$ cat config.mk
export PLATFORM = sky130hd
export DESIGN_NAME = layer_sequencer
export DESIGN_NICKNAME = d
export VERILOG_FILES = /design/src/rtl/layer_sequencer.sv
export SDC_FILE = /design/constraint.sdc
export NUM_CORES = 1
export LEC_CHECK = 0
export BUFFER_PORTS_ARGS = -buffer_cell sky130_fd_sc_hd__buf_2
export CORE_UTILIZATION = 55
export DETAILED_ROUTE_END_ITERATION = 8
export GPL_TIMING_DRIVEN = 0
export PLACE_DENSITY = 0.75
export SETUP_SLACK_MARGIN = 0.4
export SYNTH_ARGS = -nofsm -noshare
export SYNTH_HDL_FRONTEND = slang
export SYNTH_SLANG_ARGS = --single-unit
export TNS_END_PERCENT = 30
$ cat constraint.sdc
create_clock -name clk -period 6.27 [get_ports clk]
set_input_delay 0.9405 -clock clk [delete_from_list [all_inputs] [get_ports clk]]
set_output_delay 0.9405 -clock clk [all_outputs]
set_load 0.02 [all_outputs]
$ cat src/rtl/layer_sequencer.sv
// layer_sequencer: drives a chain of NUM_LAYERS network layers one at a time.
// It pulses layer_start for the active layer and waits for that layer's
// finish pulse. A wrong finish, or a layer that runs TIMEOUT cycles,
// parks the block in a sticky error state that only abort clears.
//
// Ports
//   clk          : rising-edge clock
//   rst_n        : asynchronous active-low reset
//   start        : one-cycle request to run one inference (IDLE only)
//   abort        : synchronous abort / error clear, highest priority
//   layer_finish : finish pulses from the layers, bit i = layer i
//   layer_start  : registered one-cycle start pulses, bit i = layer i
//   cur_layer    : index of the active layer
//   busy         : high while in START or WAIT
//   done         : registered one-cycle pulse when the inference completes
//   err          : sticky error flag
//   total_cycles : START+WAIT cycles of the last/current inference, saturating
//
// state   | meaning
// --------+-------------------------------------------------------------
// S_IDLE  | waiting for start
// S_START | layer_start[cur_layer] is high this cycle
// S_WAIT  | waiting for layer_finish[cur_layer], timeout counter runs
// S_DONE  | done is high this cycle, back to IDLE next
// S_ERROR | wrong finish or timeout seen, hold until abort
module layer_sequencer #(
  parameter int NUM_LAYERS = 7,
  parameter int TIMEOUT    = 1048575
) (
  input  logic                  clk,
  input  logic                  rst_n,
  input  logic                  start,
  input  logic                  abort,
  input  logic [NUM_LAYERS-1:0] layer_finish,
  output logic [NUM_LAYERS-1:0] layer_start,
  output logic [2:0]            cur_layer,
  output logic                  busy,
  output logic                  done,
  output logic                  err,
  output logic [23:0]           total_cycles
);

  typedef enum logic [2:0] {
    S_IDLE,
    S_START,
    S_WAIT,
    S_DONE,
    S_ERROR
  } state_t;

  localparam logic [2:0]  LAST_LAYER = 3'(NUM_LAYERS - 1);
  // The counter holds the number of WAIT cycles already completed, so the
  // timeout fires on the TIMEOUT-th WAIT cycle.
  localparam logic [19:0] TO_LAST    = 20'(TIMEOUT - 1);
  localparam logic [23:0] TOTAL_MAX  = '1;

  state_t                  state_q, state_d;
  logic [2:0]              cur_layer_q, cur_layer_d;
  logic [19:0]             tcnt_q, tcnt_d;
  logic [23:0]             total_q, total_d;
  logic [NUM_LAYERS-1:0]   layer_start_q, layer_start_d;
  logic                    done_q, done_d;

  logic [NUM_LAYERS-1:0]   cur_onehot;
  logic                    finish_ok;
  logic                    finish_any;
  logic                    timeout_hit;

  assign cur_onehot  = NUM_LAYERS'(1) << cur_layer_q;
  assign finish_ok   = (layer_finish == cur_onehot);
  assign finish_any  = |layer_finish;
  assign timeout_hit = (tcnt_q == TO_LAST);

  always_comb begin
    state_d     = state_q;
    cur_layer_d = cur_layer_q;
    tcnt_d      = tcnt_q;
    total_d     = total_q;

    if ((state_q == S_START || state_q == S_WAIT) && total_q != TOTAL_MAX)
      total_d = total_q + 24'd1;

    unique case (state_q)
      S_IDLE: begin
        tcnt_d = '0;
        if (start) begin
          cur_layer_d = '0;
          total_d     = '0;
          state_d     = S_START;
        end
      end
      S_START: begin
        tcnt_d  = '0;
        state_d = finish_any ? S_ERROR : S_WAIT;
      end
      S_WAIT: begin
        tcnt_d = tcnt_q + 20'd1;
        // A valid finish wins over a timeout in the same cycle.
        if (finish_ok) begin
          if (cur_layer_q == LAST_LAYER) begin
            state_d = S_DONE;
          end else begin
            cur_layer_d = cur_layer_q + 3'd1;
            state_d     = S_START;
          end
        end else if (finish_any || timeout_hit) begin
          state_d = S_ERROR;
        end
      end
      S_DONE:  state_d = S_IDLE;
      S_ERROR: state_d = S_ERROR;
      default: state_d = S_IDLE;
    endcase

    if (abort) begin
      state_d = S_IDLE;
      tcnt_d  = '0;
    end

    // Outputs are registered from the next state so they never follow
    // inputs combinationally.
    layer_start_d = (state_d == S_START) ? (NUM_LAYERS'(1) << cur_layer_d) : '0;
    done_d        = (state_d == S_DONE);
  end

  always_ff @(posedge clk or negedge rst_n) begin
    if (!rst_n) begin
      state_q       <= S_IDLE;
      cur_layer_q   <= '0;
      tcnt_q        <= '0;
      total_q       <= '0;
      layer_start_q <= '0;
      done_q        <= 1'b0;
    end else begin
      state_q       <= state_d;
      cur_layer_q   <= cur_layer_d;
      tcnt_q        <= tcnt_d;
      total_q       <= total_d;
      layer_start_q <= layer_start_d;
      done_q        <= done_d;
    end
  end

  assign layer_start  = layer_start_q;
  assign done         = done_q;
  assign cur_layer    = cur_layer_q;
  assign busy         = (state_q == S_START) || (state_q == S_WAIT);
  assign err          = (state_q == S_ERROR);
  assign total_cycles = total_q;

endmodule
# == Word level (Yosys, flattened, before mapping) ==
# Index checks and enable logic that the tools add are counted.
# word_totals
regBits,58
# op_classes
n_addsub,3
eq_ne,9
shift,2
muxes,17
n_reduce_logical,7
# ops
op,n
$mux W24,3
$pmux W20 S2,1
$add A24 B1 Y24 const B,1
$mux W3,8
$ne A24 B24 Y1 const B,1
$add A20 B1 Y20 const B,1
$eq A20 B20 Y1 const B,1
$mux W20,1
$shl A1 B3 Y7 const A,2
$pmux W3 S4,1
$eq A7 B7 Y1,1
$mux W7,1
$reduce_or A7 Y1,1
$eq A3 B1 Y1 const B,2
$eq A3 B2 Y1 const B,2
$eq A3 B3 Y1 const B,2
$pmux W3 S2,1
$add A3 B1 Y3 const B,1
$logic_not A3 Y1,1
$reduce_bool A3 Y1,1
$logic_or A1 B1 Y1,2
$mux W2,1
$reduce_or A2 Y1,1
$logic_and A1 B1 Y1,1

# == Logic depth before layout (Yosys ltp) ==
# Gate-level depths: netlist of run 1.
# depth
word_depth,8
depth_mapped,12

# == Least setup slack after synthesis of run 1 ==
# OpenSTA, ideal clock, no wires.
# synth_timing
path_type,in2reg
start,input port layer_finish[3]
end,"register layer_start_q[3], in the netlist layer_start[3]"
setup_time_ns,0.095
arrival_time_ns,2.662
required_ns,6.175
setup_slack_ns,3.513
cell_stages,6
path_buffers,0
cell_sequence,or4_1 nor4_1 nand2_1 a311o_1 a21o_1 nor4b_2
# synth_via
elab_chain_cells,8
# synth_rtl
item,line,text
"start, declared",34,"input logic [NUM_LAYERS-1:0] layer_finish,"
$reduce_or A7 Y1,71,assign finish_any = |layer_finish;
$logic_or A1 B1 Y1,106,end else if (finish_any || timeout_hit) begin
$mux W3,106,
$mux W3,99,if (finish_ok) begin
$pmux W3 S4,83,unique case (state_q)
$mux W3,115,if (abort) begin
$eq A3 B1 Y1,122,layer_start_d = (state_d == S_START) ? (NUM_LAYERS'(1) << cur_layer_d) : '0;
$mux W7 (*),122,
via layer_start_d[3],61,"logic [NUM_LAYERS-1:0] layer_start_q, layer_start_d;"
"end signal, assigned",139,layer_start_q <= layer_start_d;
"end, declared",61,
# The timed path passes the listed nets; every way through them passes the cells marked *.
# A chain may end at the register's enable or synchronous reset.

# == Worst setup path after layout of run 1 ==
# layout_timing
start,"register cur_layer_q[0], in the netlist cur_layer[0]"
end,"register layer_start_q[4], in the netlist layer_start[4]"
# layout_lines
item,line,text
"start, declared",58,"logic [2:0] cur_layer_q, cur_layer_d;"
"start signal, assigned",136,cur_layer_q <= cur_layer_d;
$add A3 B1 Y3 (tied with other cells),103,cur_layer_d = cur_layer_q + 3'd1;
$mux W3 or $eq A7 B7 Y1 (tied branches),"100, 70",
$mux W3 (*),99,
$pmux W3 S2 (*),83,
via cur_layer_d[2],58,
$shl A1 B3 Y7 (*),122,
$mux W7 (*),122,
via layer_start_d[4],61,
# Marks and branches as above.

==> results of run 1 <==
flip-flops by register name, summed over array words and instances (netlist names):
signal / cells
state_q: 3
layer_start: 7
tcnt_q: 20
done: 1
cur_layer: 3
total_cycles: 24
per-stage QoR:
step                area, sq um  instances  setup WS [ns]  hold WS [ns]  utilization
finish                     3670        493           3.34         0.474        0.662
detailed placement         3510        479           3.06         0.470        0.633
floorplan                  3180        360           3.51         0.442            -
CTS                        3670        493           3.40         0.477        0.662
global route               3670        493           3.24         0.511        0.662
global placement           3510        479           3.12         0.465        0.633
cells by family (layout without fill, tap and decap cells):
logic type,Yosys count,in the layout,synth area share
multiplexers,2,2,0.00629
adder cells (fa/ha/maj),8,8,0.0314
flip-flops,58,58,0.456
AND/OR/NAND/NOR,173,173,0.267
AO/OA/AOI/OAI,63,63,0.127
buffers and inverters,30,91,0.0401
XOR/XNOR,26,26,0.0715
worst register-to-register path, delay by kind of cell (launching register included):
kind            cells  cell delay (ns)
compound gates      4             1.01
fa+ha+maj           1             0.27
buf+inv             2             0.29
flops               1             0.46
simple gates        3             0.84
Yosys cell counts, drive strengths merged:
master   number
or2           3
or4           2
xor2         11
o21ai        28
nand3        19
nand2b        3
nor2b         3
buf           3
a21boi        1
nor3         14
nor4          7
nor2         47
mux2i         2
or3           7
nand4b        1
o311ai        1
nand2        40
o41ai         1
o32ai         1
clkbuf       10
nand4         7
nor3b         2
o2111ai       1
a21oi        15
or3b          1
a211oi        1
and4          2
a21o          3
ha            8
and2          4
xnor2        15
inv          17
and3          9
or4b          1
a21bo         1
dfrtp        58
a32oi         1
a311o         1
a41oi         1
a31oi         5
nor4b         1
a311oi        2
path summary, 6_finish.rpt:
| path | end | depth (start not counted) | from | slack [ns] |
|---|---|---|---|---|
| max | layer_start[4]$_DFF_PN0_ | 10 | cur_layer[0]$_DFF_PN0_ | 3.34 |
| min | tcnt_q[18]$_DFFE_PN0P_ | 1 | tcnt_q[18]$_DFFE_PN0P_ | 0.47 |
| max reg2reg | layer_start[4]$_DFF_PN0_ | 10 | cur_layer[0]$_DFF_PN0_ | 3.34 |
| min reg2reg | tcnt_q[18]$_DFFE_PN0P_ | 1 | tcnt_q[18]$_DFFE_PN0P_ | 0.47 |
| max in group asynchronous | tcnt_q[9]$_DFFE_PN0P_ | 1 | rst_n | 5.13 |
| min in group asynchronous | layer_start[1]$_DFF_PN0_ | 1 | rst_n | 0.66 |
power breakdown:
part / switching, uW / total [uW] / internal (uW)
registers: 3.83 / 382 / 378
logic: 35.3 / 50.2 / 14.9
clock network: 140 / 287 / 147
total: 179 / 718 / 539
placed cells by master, fill, tap and decap left out, types with 3 or more instances in the layout:
| cell type | instances |
|---|---|
| clkinv_2 | 4 |
| a21o_1 | 3 |
| clkbuf_8 | 10 |
| xor2_1 | 11 |
| nor3_1 | 14 |
| inv_1 | 16 |
| a21oi_1 | 15 |
| ha_1 | 8 |
| and3_1 | 9 |
| nand3_1 | 19 |
| or3_1 | 7 |
| a31oi_1 | 4 |
| clkbuf_1 | 10 |
| o21ai_0 | 28 |
| and2_1 | 3 |
| nor2_1 | 47 |
| dfrtp_1 | 58 |
| nor2b_1 | 3 |
| buf_2 | 46 |
| nand4_1 | 7 |
| nand2_1 | 40 |
| nand2b_1 | 3 |
| nor4_1 | 7 |
| xnor2_1 | 15 |
final cells by class:
type / count / area, sq um
Buffer: 13 / 63.8
Clock buffer: 10 / 138
Clock inverter: 4 / 20.0
Fill cell: 477 / 1870
Inverter: 17 / 63.8
Multi-Input combinational cell: 272 / 1600
Sequential cell: 58 / 1450
Tap cell: 72 / 90.1
Timing Repair Buffer: 47 / 238
layer usage:
metal | global-route usage | routed length (um)
met1 | 0.306 | 3190
met2 | 0.391 | 3230
met3 | 0.0477 | 182
met4 | 0.0796 | 67
met5 | 0 | 0
==> impl_metrics.toml, run 1 <==
[sta]
finalSetupViolCount = 0
tns_ns = 0
slew_violations = 0
fin_crit_sh = 0.468
hold_violations = 0
fin_crit_ns = 2.93
fmax_mhz = 341
worst_slew_pin_slew_ns = 0.706
maxSlewHeadroom = 0.530
grt_setup_unrepaired = "no"
fin_skew_ns = 0.00688

[yosys]
avgSynthCellArea_sq_um = 8.84
ys_seq_area_frac = 0.456
yosysTopAreaCell = "dfrtp_1"
synth.distinct_cells = 48
netlist_top_cells_area = "dfrtp_1, nor2_1, nand2_1, o21ai_0, xnor2_1"
postSynthCellCount = 360
yosysTopAreaCellShare = 0.456
yosys_warnings = 0
ys_ff_latch = 58
syn_nets = 379
syn-cell-area_sq_um = 3180

[route]
ant_nets = 0
avgRoutedWirePerCell_um = 13.5
num_vias = 2764
drc = 0
first_iter_violations = 152
drt-pass1-iter-count = 4
viasPerCell = 5.61
drt_wl_total_um = 6680

[die]
die_w_um = 78.1
die-area_sq_um = 6100
core-area_sq_um = 5540
num_io_pins = 48
die_h_um = 78.1
rows = 27
start_util = 0.575

[grt]
grt.overflow.total = 0
antenna_found_initial = 0
grtUsageTotal = 0.235
grt_pass1_wl_um = 11300
first_global_vias = 2510
grt_max_degree = 59

[critical_path]
cp_cell_sequence = "inv_1 > ha_1 > or3b_1 > o311ai_1 > o2111ai_1 > or2_1 > buf_6 > o32ai_4 > a21bo_2 > nor3_1"
worstPathArrival_ns = 3.17
endpoint_kind = "register"
crit_buf_inv = 2
startpoint_type = "register"
crit_family = "compound AO/OA/AOI/OAI gates"
cp_slowest_cell = "dfrtp_1"
crit_path_max_fanout = 8
criticalPathCategory = "reg2reg"
worstPathRequired_ns = 6.50
critPathMaxStageDelay_ns = 0.46

[clock_network]
clock_latency_ns = 0.32
cts.repair.resized = 0
clock-sinks = 58
numCtsBuffers = 9
htree_levels = 3
post_cts_buffers = 0
path_clk_slew_ns = 0.06
root_buffer = "clkbuf_8"
cts_tree = "done"
clock_path_buffers = 2
hold_buffers = 0

[power_and_ir_drop]
total_leakage_power_uw = 0.00169
power_uw = 718
power.density_nw_per_um2 = 196
irDropWorstVdd_uv = 132

[final_layout]
final_nets = 437
diodes = 0
drive_above_1_share = 0.169
area_growth_pct = 15.3

[run]
cap_violations = 0

[placed_design]
hpwl_um = 4730
port-buffer-count = 47
place.gp.congestion = 0.839

[worst_hold_path]
hp-class = "reg2reg"

[status]
outcome = "complete, no violations"
No activity file was read; power rests on OpenSTA's default activity.
==> inputs of run 2 (changes only) <==
--- a/config.mk
+++ b/config.mk
@@ -5,6 +5,7 @@
 export SDC_FILE = /design/constraint.sdc
 export NUM_CORES = 1
 export LEC_CHECK = 0
+export ABC_AREA = 1
 export BUFFER_PORTS_ARGS = -buffer_cell sky130_fd_sc_hd__buf_2
 export CORE_UTILIZATION = 55
 export DETAILED_ROUTE_END_ITERATION = 8
==> constraint.sdc (replaced) <==
create_clock -name clk -period 2.8 [get_ports clk]
set_input_delay 0.42 -clock clk [delete_from_list [all_inputs] [get_ports clk]]
set_output_delay 0.42 -clock clk [all_outputs]
set_load 0.02 [all_outputs]
==> run 2 against run 1 <==
Maximum frequency grew 37%. Register-to-register slack lost 2.7 ns. Largest cell class unchanged. Via count grew 13%. Hold slack lost 0.35 ns. Count of clock-buffer cells in the layout grew 1. Sequential cell count is the same. Routed wire length grew 14%. Final area grew 10%. Critical endpoint unchanged. Total power grew to 2.9 times the previous value.
==> impl_metrics.toml, run 2 <==
[final_layout]
seqCellArea_sq_um = 1450
drive_above_1_share = 0.192
final_common_cell = "nand2_1"
final_cell_mix = "nand2_1, nor2_1, dfrtp_1"
area_growth_pct = 16.9
fillers = 527
largest_reg_flops = 24
final_nets = 524
diodes = 0
design_area_sq_um = 4030
multi_input_area_sq_um = 1750

[route]
avgRoutedWirePerCell_um = 13.0
drc = 0
viasPerCell = 5.35
num_vias = 3127
drt_wl_total_um = 7610
ant_nets = 0
drt-pass1-iter-count = 6
drt-met1-wl_um = 3520
top_layer_used = "met4"
dr_wl_met3_um = 335
wl_met2_um = 3580
first_iter_violations = 129

[sta]
slew_violations = 0
finalSetupViolCount = 0
layout_setup_ws_ns = 0.659
holdWs_ns = 0.126
maxSlewHeadroom = 0.512
grt_setup_unrepaired = "no"
fmax_mhz = 467
fin_crit_ns = 2.14
worst_slew_pin_slew_ns = 0.732
fin_crit_sh = 0.765
tns_ns = 0
fin_skew_ns = 0.00906
hold_violations = 0

[clock_network]
path_clk_slew_ns = 0.07
cts.repair.resized = 0
clock-sinks = 58
post_cts_buffers = 0
cts_tree = "done"
numCtsBuffers = 9
htree_levels = 3
hold_buffers = 0
clock_latency_ns = 0.34
clock_path_buffers = 2
root_buffer = "clkbuf_8"

[power_and_ir_drop]
combPwrFrac = 0.102
irDropWorstVdd_uv = 469
netSwitchingFraction = 0.244
power.density_nw_per_um2 = 509
internal_power_uw = 1550
p_switching_uw = 501
pwr-share-clk = 0.473
total_leakage_power_uw = 0.00192
pwr-share-seq = 0.425

[yosys]
ys_seq_area_frac = 0.421
syn-cell-area_sq_um = 3450
yosysTopAreaCell = "dfrtp_1"
avgSynthCellArea_sq_um = 7.72
ys_top_cells_by_count = "nand2_1, nor2_1, dfrtp_1, inv_1, o21ai_0"
postSynthCellCount = 447
synth.distinct_cells = 41
synth-main-ff-cell = "dfrtp_1"
ys_ff_latch = 58
yosys_warnings = 0
syn_nets = 466
netlist_top_cells_area = "dfrtp_1, nand2_1, nor2_1, inv_1, o21ai_0"
async_flop_share = 1.00
yosysMostFrequentCell = "nand2_1"
yosysTopAreaCellShare = 0.421
synth_edf_count = 0

[critical_path]
worstPathRequired_ns = 3.04
crit_path_max_fanout = 6
r2r_cells = 14
cp_slowest_cell = "dfrtp_1"
reg2reg_to = "layer_start[4]$_DFF_PN0_"
endpoint_kind = "register"
critPathMaxStageDelay_ns = 0.44
crit_top_cell = "nand2_1"
worstPathArrival_ns = 2.38
cp_cell_sequence = "inv_1 > ha_1 > nand2_1 > inv_1 > nand2_1 > nand2_1 > nor2_2 > nand4_1 > nand2_1 > nand2_1 > a21oi_4 > inv_1 > nand2_1 > nor2_1"
regToRegStartpoint = "cur_layer[0]$_DFF_PN0_"
r2r_slack_ns = 0.66
criticalPathCategory = "reg2reg"
startpoint_type = "register"
critPathLaunch = "cur_layer[0]$_DFF_PN0_"

[grt]
grt_max_degree = 59
first_global_vias = 2815
grtUsageTotal = 0.252
antenna_found_initial = 0
grt_pass1_wl_um = 12600
grt.overflow.total = 0

[placed_design]
port-buffer-count = 47
hpwl_um = 5460
place.gp.congestion = 0.912
postPlaceCellArea_sq_um = 3780
dp_slack_ns = 0.682

[worst_hold_path]
hp-class = "in2async"

[die]
rows = 28
core-area_sq_um = 5990
die-area_sq_um = 6600
start_util = 0.576
die_h_um = 81.2
die_w_um = 81.2
num_io_pins = 48

[status]
outcome = "complete, no violations"

[run]
cap_violations = 0
## run 2: layout make-up
class | instances | area share
plain buffers | 4 | 0.00558
clock buffers | 11 | 0.0375
clock inverters | 5 | 0.0248
inverters | 61 | 0.0574
multi-input cells | 324 | 0.433
flip-flops and latches | 58 | 0.360
well taps | 75 | 0.0233
repair buffers | 47 | 0.0589
## run 2: stage by stage
| step | instances | util | power, uW |
|---|---|---|---|
| finish | 585 | 0.673 | 2050 |
| global route | 585 | 0.673 | 2130 |
| CTS | 585 | 0.673 | 2080 |
| detailed placement | 569 | 0.631 | 1100 |
| global placement | 569 | 0.631 | 1090 |
| floorplan | 447 | - | 1020 |
## run 2: power by group through the flow
| stage | registers, uW | logic [uW] | clock network (uW) |
|---|---|---|---|
| CTS | 873 | 211 | 992 |
| global placement | 888 | 205 | 0 |
| finish | 873 | 209 | 971 |
| floorplan | 902 | 122 | 0 |
| detailed placement | 888 | 209 | 0 |
| global route | 875 | 235 | 1020 |
## run 2: kinds of logic (layout without fill, tap and decap cells)
family                   Yosys count  count (layout)  synth area share
AND/OR/NAND/NOR                  232             232             0.320
adder cells (fa/ha/maj)            8               8            0.0290
AO/OA/AOI/OAI                     66              66             0.111
buffers and inverters             65             128            0.0736
XOR/XNOR                          18              18            0.0457
flip-flops                        58              58             0.421
## run 2: worst max path at each step
stage | cells after the start | to
after floorplan | 14 | layer_start[4]$_DFF_PN0_
after global routing | 15 | layer_start[4]$_DFF_PN0_
after CTS | 14 | layer_start[4]$_DFF_PN0_
final | 14 | layer_start[4]$_DFF_PN0_
after global placement | 14 | layer_start[4]$_DFF_PN0_
after detailed placement | 14 | layer_start[4]$_DFF_PN0_
## run 2: worst max-delay path: cells and delay by family, from the launching register on
kind,cells,cell delay [ns]
adder cells (fa/ha/maj),1,0.26
flip-flops,1,0.44
AND/OR/NAND/NOR,9,0.89
buffers and inverters,3,0.28
AO/OA/AOI/OAI,1,0.16
## run 2: routing by layer
metal  global-route usage  up-vias
met5                    0        -
met2                0.422       83
met4                0.118        0
met1                0.312     1458
li1                     -     1565
met3               0.0483       21
